<file path="config.mk">
export PLATFORM = sky130hd
export DESIGN_NAME = fetch_prefetch
export DESIGN_NICKNAME = d
export VERILOG_FILES = /design/src/rtl/fetch_prefetch_pkg.sv /design/src/rtl/fetch_prefetch_fifo.sv /design/src/rtl/fetch_prefetch.sv
export SDC_FILE = /design/constraint.sdc
export NUM_CORES = 1
export LEC_CHECK = 0
export CAP_MARGIN = 30
export CORE_MARGIN = 1.5
export CORE_UTILIZATION = 35
export CTS_CLUSTER_SIZE = 28
export DETAILED_ROUTE_END_ITERATION = 16
export PLACE_DENSITY = 0.65
export SETUP_SLACK_MARGIN = 0.4
export SYNTH_ARGS = -nofsm -noshare
export SYNTH_HDL_FRONTEND = slang
export SYNTH_HIERARCHICAL = 1
export SYNTH_SLANG_ARGS = --single-unit
</file>
<file path="constraint.sdc">
create_clock -name clk -period 4.57 [get_ports clk]
set_input_delay 0.6855 -clock clk [delete_from_list [all_inputs] [get_ports clk]]
set_output_delay 0.6855 -clock clk [all_outputs]
set_load 0.02 [all_outputs]
</file>
<file path="src/rtl/fetch_prefetch_pkg.sv">
`default_nettype none
// ============================================================================
// Module      : fetch_prefetch_pkg
// Description : Shared types for the fetch/prefetch stage and its bus.
// Revision    : 1.0 - initial release
// ============================================================================
package fetch_prefetch_pkg;

    localparam logic [31:0] DEFAULT_RESET_PC = 32'hbfc0_0000;

    typedef struct packed {
        logic        valid;
        logic [31:0] addr;
    } ibus_req_t;

    typedef struct packed {
        logic        addr_ok;
        logic        data_ok;
        logic [31:0] data;
    } ibus_resp_t;

    typedef struct packed {
        logic [31:0] pc;
        logic [31:0] instr;
        logic        exc_valid;
        logic [4:0]  exc_code;
        logic        bd;
    } content_t;

    typedef enum logic [1:0] {
        REQ  = 2'd0,
        WAIT = 2'd1,
        DROP = 2'd2,
        HOLD = 2'd3
    } fetch_state_t;

endpackage
`default_nettype wire

</file>
<file path="src/rtl/fetch_prefetch_fifo.sv">
`default_nettype none
// ============================================================================
// Module      : fetch_fifo
// Description : DEPTH-entry synchronous FIFO of content_t; flush beats push/pop.
// Revision    : 1.0 - initial release
// ============================================================================
module fetch_fifo
    import fetch_prefetch_pkg::*;
#(
    parameter int DEPTH = 4
) (
    input  logic                       clk,
    input  logic                       reset,
    input  logic                       push,
    input  content_t                   push_data,
    input  logic                       pop,
    input  logic                       flush,
    output content_t                   head,
    output logic                       full,
    output logic                       empty,
    output logic [$clog2(DEPTH):0]     count
);

    localparam int AW = $clog2(DEPTH);
    localparam int CW = AW + 1;

    content_t        r_mem [DEPTH];
    logic [AW-1:0]   r_wr_ptr;
    logic [AW-1:0]   r_rd_ptr;
    logic [CW-1:0]   r_count;
    logic            w_do_push;
    logic            w_do_pop;

    assign full      = (r_count == CW'(DEPTH));
    assign empty     = (r_count == '0);
    assign count     = r_count;
    assign head      = r_mem[r_rd_ptr];
    // A push into a full queue is legal only when the head leaves the same cycle.
    assign w_do_push = push & (~full | pop);
    assign w_do_pop  = pop & ~empty;

    always_ff @(posedge clk) begin
        if (reset || flush) begin
            r_wr_ptr <= '0;
            r_rd_ptr <= '0;
            r_count  <= '0;
        end else begin
            if (w_do_push) r_wr_ptr <= r_wr_ptr + AW'(1);
            if (w_do_pop)  r_rd_ptr <= r_rd_ptr + AW'(1);
            r_count <= r_count + CW'(w_do_push) - CW'(w_do_pop);
        end
    end

    always_ff @(posedge clk) begin
        if (!reset && !flush && w_do_push) r_mem[r_wr_ptr] <= push_data;
    end

endmodule
`default_nettype wire

</file>
<file path="src/rtl/fetch_prefetch.sv">
`default_nettype none
// ============================================================================
// Module      : fetch_prefetch
// Description : Fetch PC owner, addr_ok/data_ok bus master and prefetch queue.
// Revision    : 1.0 - initial release
// ============================================================================
module fetch_prefetch
    import fetch_prefetch_pkg::*;
#(
    parameter int          DEPTH    = 4,
    parameter logic [31:0] RESET_PC = DEFAULT_RESET_PC
) (
    input  logic       clk,
    input  logic       reset,
    input  logic       redirect_valid,
    input  logic [31:0] redirect_pc,
    output ibus_req_t  ireq,
    input  ibus_resp_t iresp,
    output logic       out_valid,
    output content_t   out_cont,
    input  logic       out_ready
);

    localparam int CW = $clog2(DEPTH) + 1;

    fetch_state_t    r_state;
    fetch_state_t    w_next_state;
    logic [31:0]     r_fetch_pc;
    logic [31:0]     w_redirect_pc;
    logic            w_resp_take;
    logic            w_push;
    logic            w_pop;
    logic            w_room;
    logic            w_full;
    logic            w_empty;
    logic [CW-1:0]   w_count;
    logic [CW-1:0]   w_count_after;
    content_t        w_push_data;
    content_t        w_head;

    assign w_redirect_pc = redirect_pc & ~32'h3;
    assign w_resp_take   = ((r_state == REQ) & iresp.addr_ok & iresp.data_ok)
                         | ((r_state == WAIT) & iresp.data_ok);
    assign w_push        = w_resp_take & ~redirect_valid;
    assign w_pop         = out_valid & out_ready;
    // Occupancy once this cycle's push/pop land; decides REQ versus HOLD.
    assign w_count_after = w_count + CW'(w_push) - CW'(w_pop);
    assign w_room        = (w_count_after < CW'(DEPTH));

    always_comb begin
        w_push_data       = '0;
        w_push_data.pc    = r_fetch_pc;
        w_push_data.instr = iresp.data;
    end

    fetch_fifo #(
        .DEPTH (DEPTH)
    ) u_fifo (
        .clk       (clk),
        .reset     (reset),
        .push      (w_push),
        .push_data (w_push_data),
        .pop       (w_pop),
        .flush     (redirect_valid),
        .head      (w_head),
        .full      (w_full),
        .empty     (w_empty),
        .count     (w_count)
    );

    always_ff @(posedge clk) begin
        if (reset) begin
            r_state    <= REQ;
            r_fetch_pc <= RESET_PC;
        end else begin
            r_state <= w_next_state;
            if (redirect_valid)
                r_fetch_pc <= w_redirect_pc;
            else if (w_push)
                r_fetch_pc <= r_fetch_pc + 32'd4;
        end
    end

    always_comb begin
        w_next_state = r_state;
        ireq.valid   = ~reset & (r_state == REQ);
        ireq.addr    = reset ? RESET_PC : r_fetch_pc;
        case (r_state)
            REQ: begin
                if (redirect_valid)
                    w_next_state = (iresp.addr_ok & ~iresp.data_ok) ? DROP : REQ;
                else if (iresp.addr_ok & iresp.data_ok)
                    w_next_state = w_room ? REQ : HOLD;
                else if (iresp.addr_ok)
                    w_next_state = WAIT;
            end
            WAIT: begin
                // A response landing in the redirect cycle is consumed here, so no DROP.
                if (redirect_valid)
                    w_next_state = iresp.data_ok ? REQ : DROP;
                else if (iresp.data_ok)
                    w_next_state = w_room ? REQ : HOLD;
            end
            DROP: begin
                if (iresp.data_ok) w_next_state = REQ;
            end
            HOLD: begin
                if (redirect_valid || w_pop) w_next_state = REQ;
            end
            default: w_next_state = REQ;
        endcase
    end

    assign out_valid = ~reset & ~w_empty;
    assign out_cont  = out_valid ? w_head : '0;

    logic w_unused;
    assign w_unused = w_full;

endmodule
`default_nettype wire

</file>
### After elaboration in Yosys (flattened, before gate mapping)

Memory sizes are Yosys's and may differ from the RTL's. A register that Yosys moved wholly into a read port is not among the register bits.
Index checks and enable logic that the tools add are counted.

* word-level logic and storage cells: 71
* bits in latches: 0
* output and inout bits: 105
* ROM bits: 0
* flip-flop bits (word level): 41
* input bits: 70
* RAM bits: 256
* memories: 1

Memories
* u_fifo.r_mem: depth 4, width 64, rd ports 1, clocked after memory_dff 1, write ports 1, RTL line fetch_prefetch_fifo.sv:27 `content_t r_mem [DEPTH];`

* reductions and logical operators: 11
* $mul: 0
* shift operators: 0
* multiplexer cells: 19
* order comparisons: 1
* divide/modulo/power cells: 0
* bitwise logic cells: 18
* $add $sub $neg: 7
* equality and inequality tests: 8

Operators by type and width (count)
* $mux W32: 3
* $mux W71: 1
* $add A32 B3 Y32 const B: 1
* $mux W2: 12
* $and A1 B1 Y1: 11
* $pmux W2 S4: 1
* $add A3 B1 Y3: 2
* $sub A3 B1 Y3: 2
* $not A1 Y1: 5
* $add A2 B1 Y2 const B: 2
* $eq A2 B2 Y1 const B: 2
* $ne A2 B2 Y1 const B: 2
* $ne A4 B3 Y1 const B: 1
* $reduce_and A4 Y1: 1
* $eq A3 B3 Y1 const B: 1
* $logic_not A3 Y1: 1
* $lt A3 B3 Y1 const B: 1
* $ne A3 B3 Y1 const B: 1
* $eq A2 B1 Y1 const B: 1
* $logic_and A1 B1 Y1: 2
* $logic_not A1 Y1: 2
* $logic_not A2 Y1: 1
* $logic_or A1 B1 Y1: 2
* $mux W1: 2
* 3 further kinds: 4

### Longest topological paths before layout

Gate-level depths: netlist of the first run.

* word-level depth: 12
* depth in mapped cells: 13
* gate-level depth less buffers: 13

### Modules after synthesis

The synthesis of the first run kept the hierarchy.

Modules (own cells, without submodules)
* fetch_fifo: cells an instance 422, area each 10810.4 µm², seq. area each 8708.4 µm², times used 1
* fetch_prefetch: cells an instance 379, area each 2731.4 µm², seq. area each 640.6 µm², times used 1

### Worst setup path before layout of the first run

OpenSTA, ideal clock, no wires.

* path kind: input to register
* from: input port reset
* to: memory u_fifo/r_mem[0][0] (netlist name), enable pin
* arrival time: 3.312 ns
* library setup time: 0.437 ns
* data required time: 4.133 ns
* cell stages on the path: 5
* path buffers: 0
* slack: 0.821 ns
* cell sequence: nor2_1 > and2_1 > inv_1 > a21boi_2 > and3_1

* longest elaborated chain between the ends: 8
* elaborated cells between the ends (all ways): 10
* classes of those cells: 2 x mux; 5 x bitwise; 3 x reduce/logical

RTL lines
* from (decl): RTL line fetch_prefetch.sv:14 `input logic reset,`
* $not A1 Y1: RTL line fetch_prefetch.sv:114 `assign out_valid = ~reset & ~w_empty;`
* $and A1 B1 Y1: RTL line fetch_prefetch.sv:114
* $and A1 B1 Y1: RTL line fetch_prefetch.sv:45 `assign w_pop = out_valid & out_ready;`
* via w_pop: RTL line fetch_prefetch.sv:32 `logic w_pop;`
* $or A1 B1 Y1: RTL line fetch_prefetch_fifo.sv:39 `assign w_do_push = push & (~full | pop);`
* $and A1 B1 Y1: RTL line fetch_prefetch_fifo.sv:39
* $logic_and A1 B1 Y1: RTL line fetch_prefetch_fifo.sv:55 `if (!reset && !flush && w_do_push) r_mem[r_wr_ptr] <= push_data;`
* $mux W1: RTL line fetch_prefetch_fifo.sv:55
* $mux W1 (not written as such): RTL line fetch_prefetch_fifo.sv:55
* to (decl): RTL line fetch_prefetch_fifo.sv:27

The timed path passes the listed nets, and every way through them passes these cells.

==> metrics.yaml, run 1 <==
sta:
  setup_tns_ns: 0
  worstMarginPinSlew_ns: 1.03
  hold_viol: 0
  fin_crit_sh_pct: 80.5
  rsz0062_at_grt: "false"
  holdWs_ns: 0.499
  setup_viol: 0
  min_period_ns: 3.68
  fin_skew_ns: 0.0170
  fmax_mhz: 272
  slew_violations: 0
  slew-limit-headroom_pct: 30.8
routing:
  totalWireLength_um: 31200
  drt_iter0_drc: 472
  drc: 0
  vias_per_cell: 4.92
  detail_route.wl_per_cell_um: 19.9
  drtPass1Iterations: 5
  vias: 7702
  postRouteAntennaNets: 0
grt:
  grt_use_met3_pct: 3.14
  grt_start_max_net_pins: 73
  grt_pass1_vias: 7671
  grt.overflow.total: 0
  grt_use_total_pct: 15.7
  grt_pass1_wl_um: 46700
  antenna_found_initial: 1
  grt_util_met2_pct: 25.6
  grt_use_met1_pct: 21.5
  busiest_layer: "met2"
clock_tree:
  clock_latency_ns: 0.51
  hold_buffers: 0
  cts-root-buf: "clkbuf_16"
  cts_resized: 0
  clock-sinks: 325
  cts_tree: "yes"
  path_clk_slew_ns: 0.05
  cts_setup_buffers: 0
  cts-buffers-inserted: 37
  htreeDepth: 2
  cts_buffer_depth: 3
placed_design:
  gp_congestion: 0.825
  port_buffers: 170
  dp_hpwl_um: 19000
worst_setup_path:
  setup.worst_path.class: "reg2out"
  critPathCaptureType: "output port"
  timing.critical_path.to: "out_cont[41]"
  rrSetupSlack_ns: 1.54
  crit_path_start_kind: "flip-flop"
  r2r-end: "u_fifo/count[2]"
  crit_fanout: 26
  required_ns: 3.88
  crit_arrival_ns: 2.99
  reg2reg_from: "r_state[0]"
  r2r_cells: 12
yosys:
  ys_types: 57
  synth_top_area_share_pct: 63.0
  synth_area_um2: 13500
  synth-async-reset-ratio_pct: 0
  synth_ff_type: "edfxtp_1"
  synth.most_common_cell: "edfxtp_1"
  synthCells: 801
  syn_avg_cell_area_um2: 16.9
  yosysSeqAreaShare_pct: 69.0
  synthTopCellsByCount: "edfxtp_1, and2_1, mux4_2"
  synth.area.top_cells: "edfxtp_1, mux4_2, dfxtp_1, and2_1, buf_12"
  yosysTopAreaCell: "edfxtp_1"
  yosysWarnings: 6
  synth_edf_count: 284
  synth-seq-cells: 325
cells_and_area:
  diodes: 0
  syn_to_final_growth_pct: 26.5
  fill_cells: 3311
  multi_input_area_um2: 3990
  layout-drive-gt1-share_pct: 15.8
  final_nets: 1104
  final-seq-area_um2: 9360
power_and_ir_drop:
  ir_worst_vdd_v: 0.000236
  p_leak_nw: 5.51
  power_density_nw_per_um2: 370
floorplanning:
  die_w_um: 200
  die-area_um2: 39900
  io_pins: 175
  coreArea_um2: 37800
  num_rows: 71
  die_h_um: 200
  initial_core_util_pct: 35.8
outcome:
  status: "complete, no violations"
flow_run:
  cap_violations: 0
worst_hold_path:
  hold_path_class: "reg2reg"
## placed cells by master (no fill, tap or decap), types with 8 or more instances in the layout
master,instances
a211oi_1,11
a21oi_1,12
and2_1,79
and3_1,9
buf_12,8
buf_4,10
clkbuf_1,8
clkbuf_16,39
clkdlybuf4s50_1,169
clkinv_2,11
conb_1,38
dfxtp_1,39
edfxtp_1,284
ha_1,9
inv_1,17
mux4_2,70
nand2_1,32
nand3_1,21
nand4_1,13
nor2_1,30
nor2b_1,22
nor3_1,10
xnor2_1,11
xor2_1,12
## power breakdown
group          internal (mW)  switching [mW]
logic                  0.134           0.140
clock network           1.62            1.13
registers               3.26          0.0549
## state kept, by name, indices dropped and copies added, names as in the netlist, named ones only
signal	cells
u_fifo/r_rd_ptr	2
r_fetch_pc	30
r_state	2
u_fifo/r_mem	284
u_fifo/count	3
u_fifo/r_wr_ptr	2
## cell families (layout without fill, tap and decap cells)
logic type,Yosys count,after routing,share of synthesized area (%)
buf+inv,59,274,2.72
mux,77,77,12.3
other cells,1,38,0.0277
fa+ha+maj,10,10,0.979
xor+xnor,23,23,1.49
compound gates,56,56,2.98
flops,325,325,69.0
simple gates,250,250,10.5
## layout make-up
cell class / count / area share [%]
clock buffers: 47 / 5.87
clock inverters: 21 / 0.774
inverters: 18 / 0.395
multi-input cells: 454 / 23.3
flip-flops and latches: 325 / 54.6
well taps: 511 / 3.73
repair buffers: 188 / 11.3
## worst min-delay path by stage
stage               cells past startpoint  slack [ns]                from                   to
finish                                  2        0.50  u_fifo/r_rd_ptr[0]            flip-flop
floorplan                               0        0.46      r_fetch_pc[27]  u_fifo/r_mem[0][66]
detailed placement                      2        0.49  u_fifo/r_rd_ptr[0]            flip-flop
global route                            2        0.51  u_fifo/r_rd_ptr[0]            flip-flop
global placement                        2        0.48  u_fifo/r_rd_ptr[0]            flip-flop
CTS                                     2        0.50  u_fifo/r_rd_ptr[0]            flip-flop
## metrics by stage
step | cells | power (mW) | utilization [%] | area, um2 | setup WS (ns)
6_report | 1564 | 6.34 | 45.3 | 17100 | 0.891
5_1_grt | 1564 | 6.58 | 45.3 | 17100 | 0.692
4_1_cts | 1563 | 6.42 | 45.2 | 17100 | 0.760
3_5_place_dp | 1495 | 3.65 | 42.2 | 16000 | 0.749
3_3_place_gp | 1495 | 3.64 | 42.2 | 16000 | 0.778
2_1_floorplan | 838 | 3.48 | - | 13700 | 0.821
## critical path: stages (launching register included)
cell             delay (ns)
dfxtp_4                0.76
buf_4                  0.44
mux4_2                 0.59
and2_1                 0.15
clkdlybuf4s50_1        0.53
## layer usage
layer / routed length (um) / part of all wire, % / vias up
li1: - / - / 3524
met1: 13700 / 44 / 3845
met2: 14700 / 47 / 288
met3: 2220 / 7.1 / 45
met4: 594 / 1.9 / 0
met5: 0 / 0 / -
Power figures use the tool's default switching activity.
==> run 2: changes to the inputs <==
- clock period: 4.57 -> 3.4 ns (I/O delays scaled with it)
==> run 2 against run 1 <==
Against the previous run: global-route usage is 0.38 points lower; routed wire length shrank 3.0%; die area unchanged; clock power rose by 37%; flip-flop and latch count did not move; via count is 1.3% higher; combinational power rose by 40%; non-clock buffer count rose by 26; clock skew grew 0.011 ns; critical path depth rose by 1; sequential power rose by 34%; critical path type unchanged; critical endpoint is now out_cont[34].
==> metrics.yaml, run 2 (synthesized netlist as in run 1, its figures left out) <==
cells_and_area:
  layout-drive-gt1-share_pct: 17.2
  post-route-util_pct: 46.2
  fill_cells: 3357
  final_common_cell: "edfxtp_1"
  syn_to_final_growth_pct: 29.1
  final_cell_area_um2: 17500
  largest_reg_flops: 284
  final_nets: 1129
  top_register: "u_fifo/r_mem"
  layout_common_cells: "edfxtp_1, clkdlybuf4s50_1, and2_1"
clock_tree:
  cts_buffer_depth: 3
  htreeDepth: 2
  path_clk_slew_ns: 0.06
  clock_latency_ns: 0.52
  cts-root-buf: "clkbuf_16"
  cts_tree: "yes"
  clock-sinks: 325
  cts-buffers-inserted: 36
grt:
  grt_pass1_wl_um: 45600
  grt_start_max_net_pins: 72
  antenna_found_initial: 0
  grt.overflow.total: 0
  grt_use_total_pct: 15.3
  grt_pass1_vias: 7725
worst_setup_path:
  reg2reg_from: "u_fifo/count[0]"
  slowest_delay_ns: 0.53
  setup.worst_path.class: "reg2out"
  cp_top_family: "buffers and inverters"
  crit_fanout: 11
  required_ns: 2.89
  crit_arrival_ns: 2.41
  crit_path_start_kind: "flip-flop"
  crit_chain: "buf_12, clkbuf_16, mux4_2, and2_1, clkdlybuf4s50_1"
  critPathCaptureType: "output port"
  slowest_stage: "clkdlybuf4s50_1"
  worst-path-buf-inv: 3
routing:
  vias: 7799
  drt_iter0_drc: 437
  drc: 0
  vias_per_cell: 4.91
  totalWireLength_um: 30300
  drtPass1Iterations: 5
  postRouteAntennaNets: 0
  detail_route.wl_per_cell_um: 19.1
sta:
  worstMarginPinSlew_ns: 0.676
  slew-limit-headroom_pct: 54.8
  setup_tns_ns: 0
  holdWs_ns: 0.502
  hold_viol: 0
  fmax_mhz: 343
  fin_crit_sh_pct: 85.9
  min_period_ns: 2.92
  rsz0062_at_grt: "false"
  fin_skew_ns: 0.0284
  slew_violations: 0
  setup_viol: 0
power_and_ir_drop:
  power_density_nw_per_um2: 493
  power.switching_mw: 1.74
  total_power_mw: 8.61
  internal_power_mw: 6.87
  comb_power_share_pct: 4.4
  p_leak_nw: 6.08
  pwr-share-seq_pct: 51.6
  clkPwrFrac_pct: 43.9
  ir_worst_vdd_v: 0.000308
  netSwitchingFraction_pct: 20.2
outcome:
  status: "complete, no violations"
floorplanning:
  io_pins: 175
  die-area_um2: 39900
  num_rows: 71
  coreArea_um2: 37800
  initial_core_util_pct: 35.8
  die_w_um: 200
  die_h_um: 200
worst_hold_path:
  hold_start: "u_fifo/r_wr_ptr[1]"
  hold_path_class: "reg2reg"
flow_run:
  cap_violations: 0
placed_design:
  gp_congestion: 0.834
  dp_hpwl_um: 18800
  placedInstanceArea_um2: 16100
  port_buffers: 170
[run 2: cell type report]
class | instances | area, um2 | share of cell area (%)
antenna | 1 | 2.50 | 0.0143
clock buffer | 54 | 1020 | 5.84
clock inverter | 11 | 138 | 0.788
inverter | 18 | 67.6 | 0.387
multi-input combinational | 454 | 4000 | 22.9
sequential | 325 | 9360 | 53.5
tap | 511 | 639 | 3.66
timing repair buffer | 214 | 2250 | 12.9
[run 2: final timing paths]
path | to | slack (ns) | cells past startpoint
hold reg to reg | u_fifo/r_wr_ptr[1] | 0.50 | 2
setup / recovery | out_cont[34] | 0.48 | 5
setup reg to reg | u_fifo/count[2] | 0.68 | 13
hold / removal | u_fifo/r_wr_ptr[1] | 0.50 | 2
[run 2: power by group through the flow]
stage / Combinational, mW / Sequential, mW / Clock (mW)
detailed placement: 0.381 / 4.53 / 0
global route: 0.415 / 4.45 / 4.06
floorplan: 0.180 / 4.50 / 0
global placement: 0.377 / 4.53 / 0
finish: 0.383 / 4.45 / 3.78
CTS: 0.384 / 4.45 / 3.89
[run 2: per-stage QoR]
step,setup WS [ns],instances
after floorplan,0.580,838
after global placement,0.311,1509
after detailed placement,0.301,1509
after CTS,0.355,1581
after global routing,0.398,1587
final,0.481,1588
[run 2: worst min-delay path: cells and delay by family (launching register included)]
family / cells / cell delay [ns]
multiplexers: 1 / 0.05
flip-flops: 1 / 0.33
AND/OR/NAND/NOR: 1 / 0.07
[run 2: what timing repair did]
| item | CTS | global route |
|---|---|---|
| pin swaps | 0 | 0 |
| hold endpoints to repair | 0 | 0 |
| hold buffers | 0 | 0 |
| setup endpoints to repair | 71 | 71 |
| resized for setup | 6 | 24 |
| setup buffers | 7 | 5 |
| cloned | 0 | 1 |
[run 2: metal layers]
metal / wire length (um) / track usage, % / part of all wire (%)
met1: 13300 / 20.9 / 44
met2: 14700 / 25.1 / 48
met3: 1790 / 3.24 / 5.9
met4: 450 / 3.65 / 1.5
met5: 0 / 0 / 0
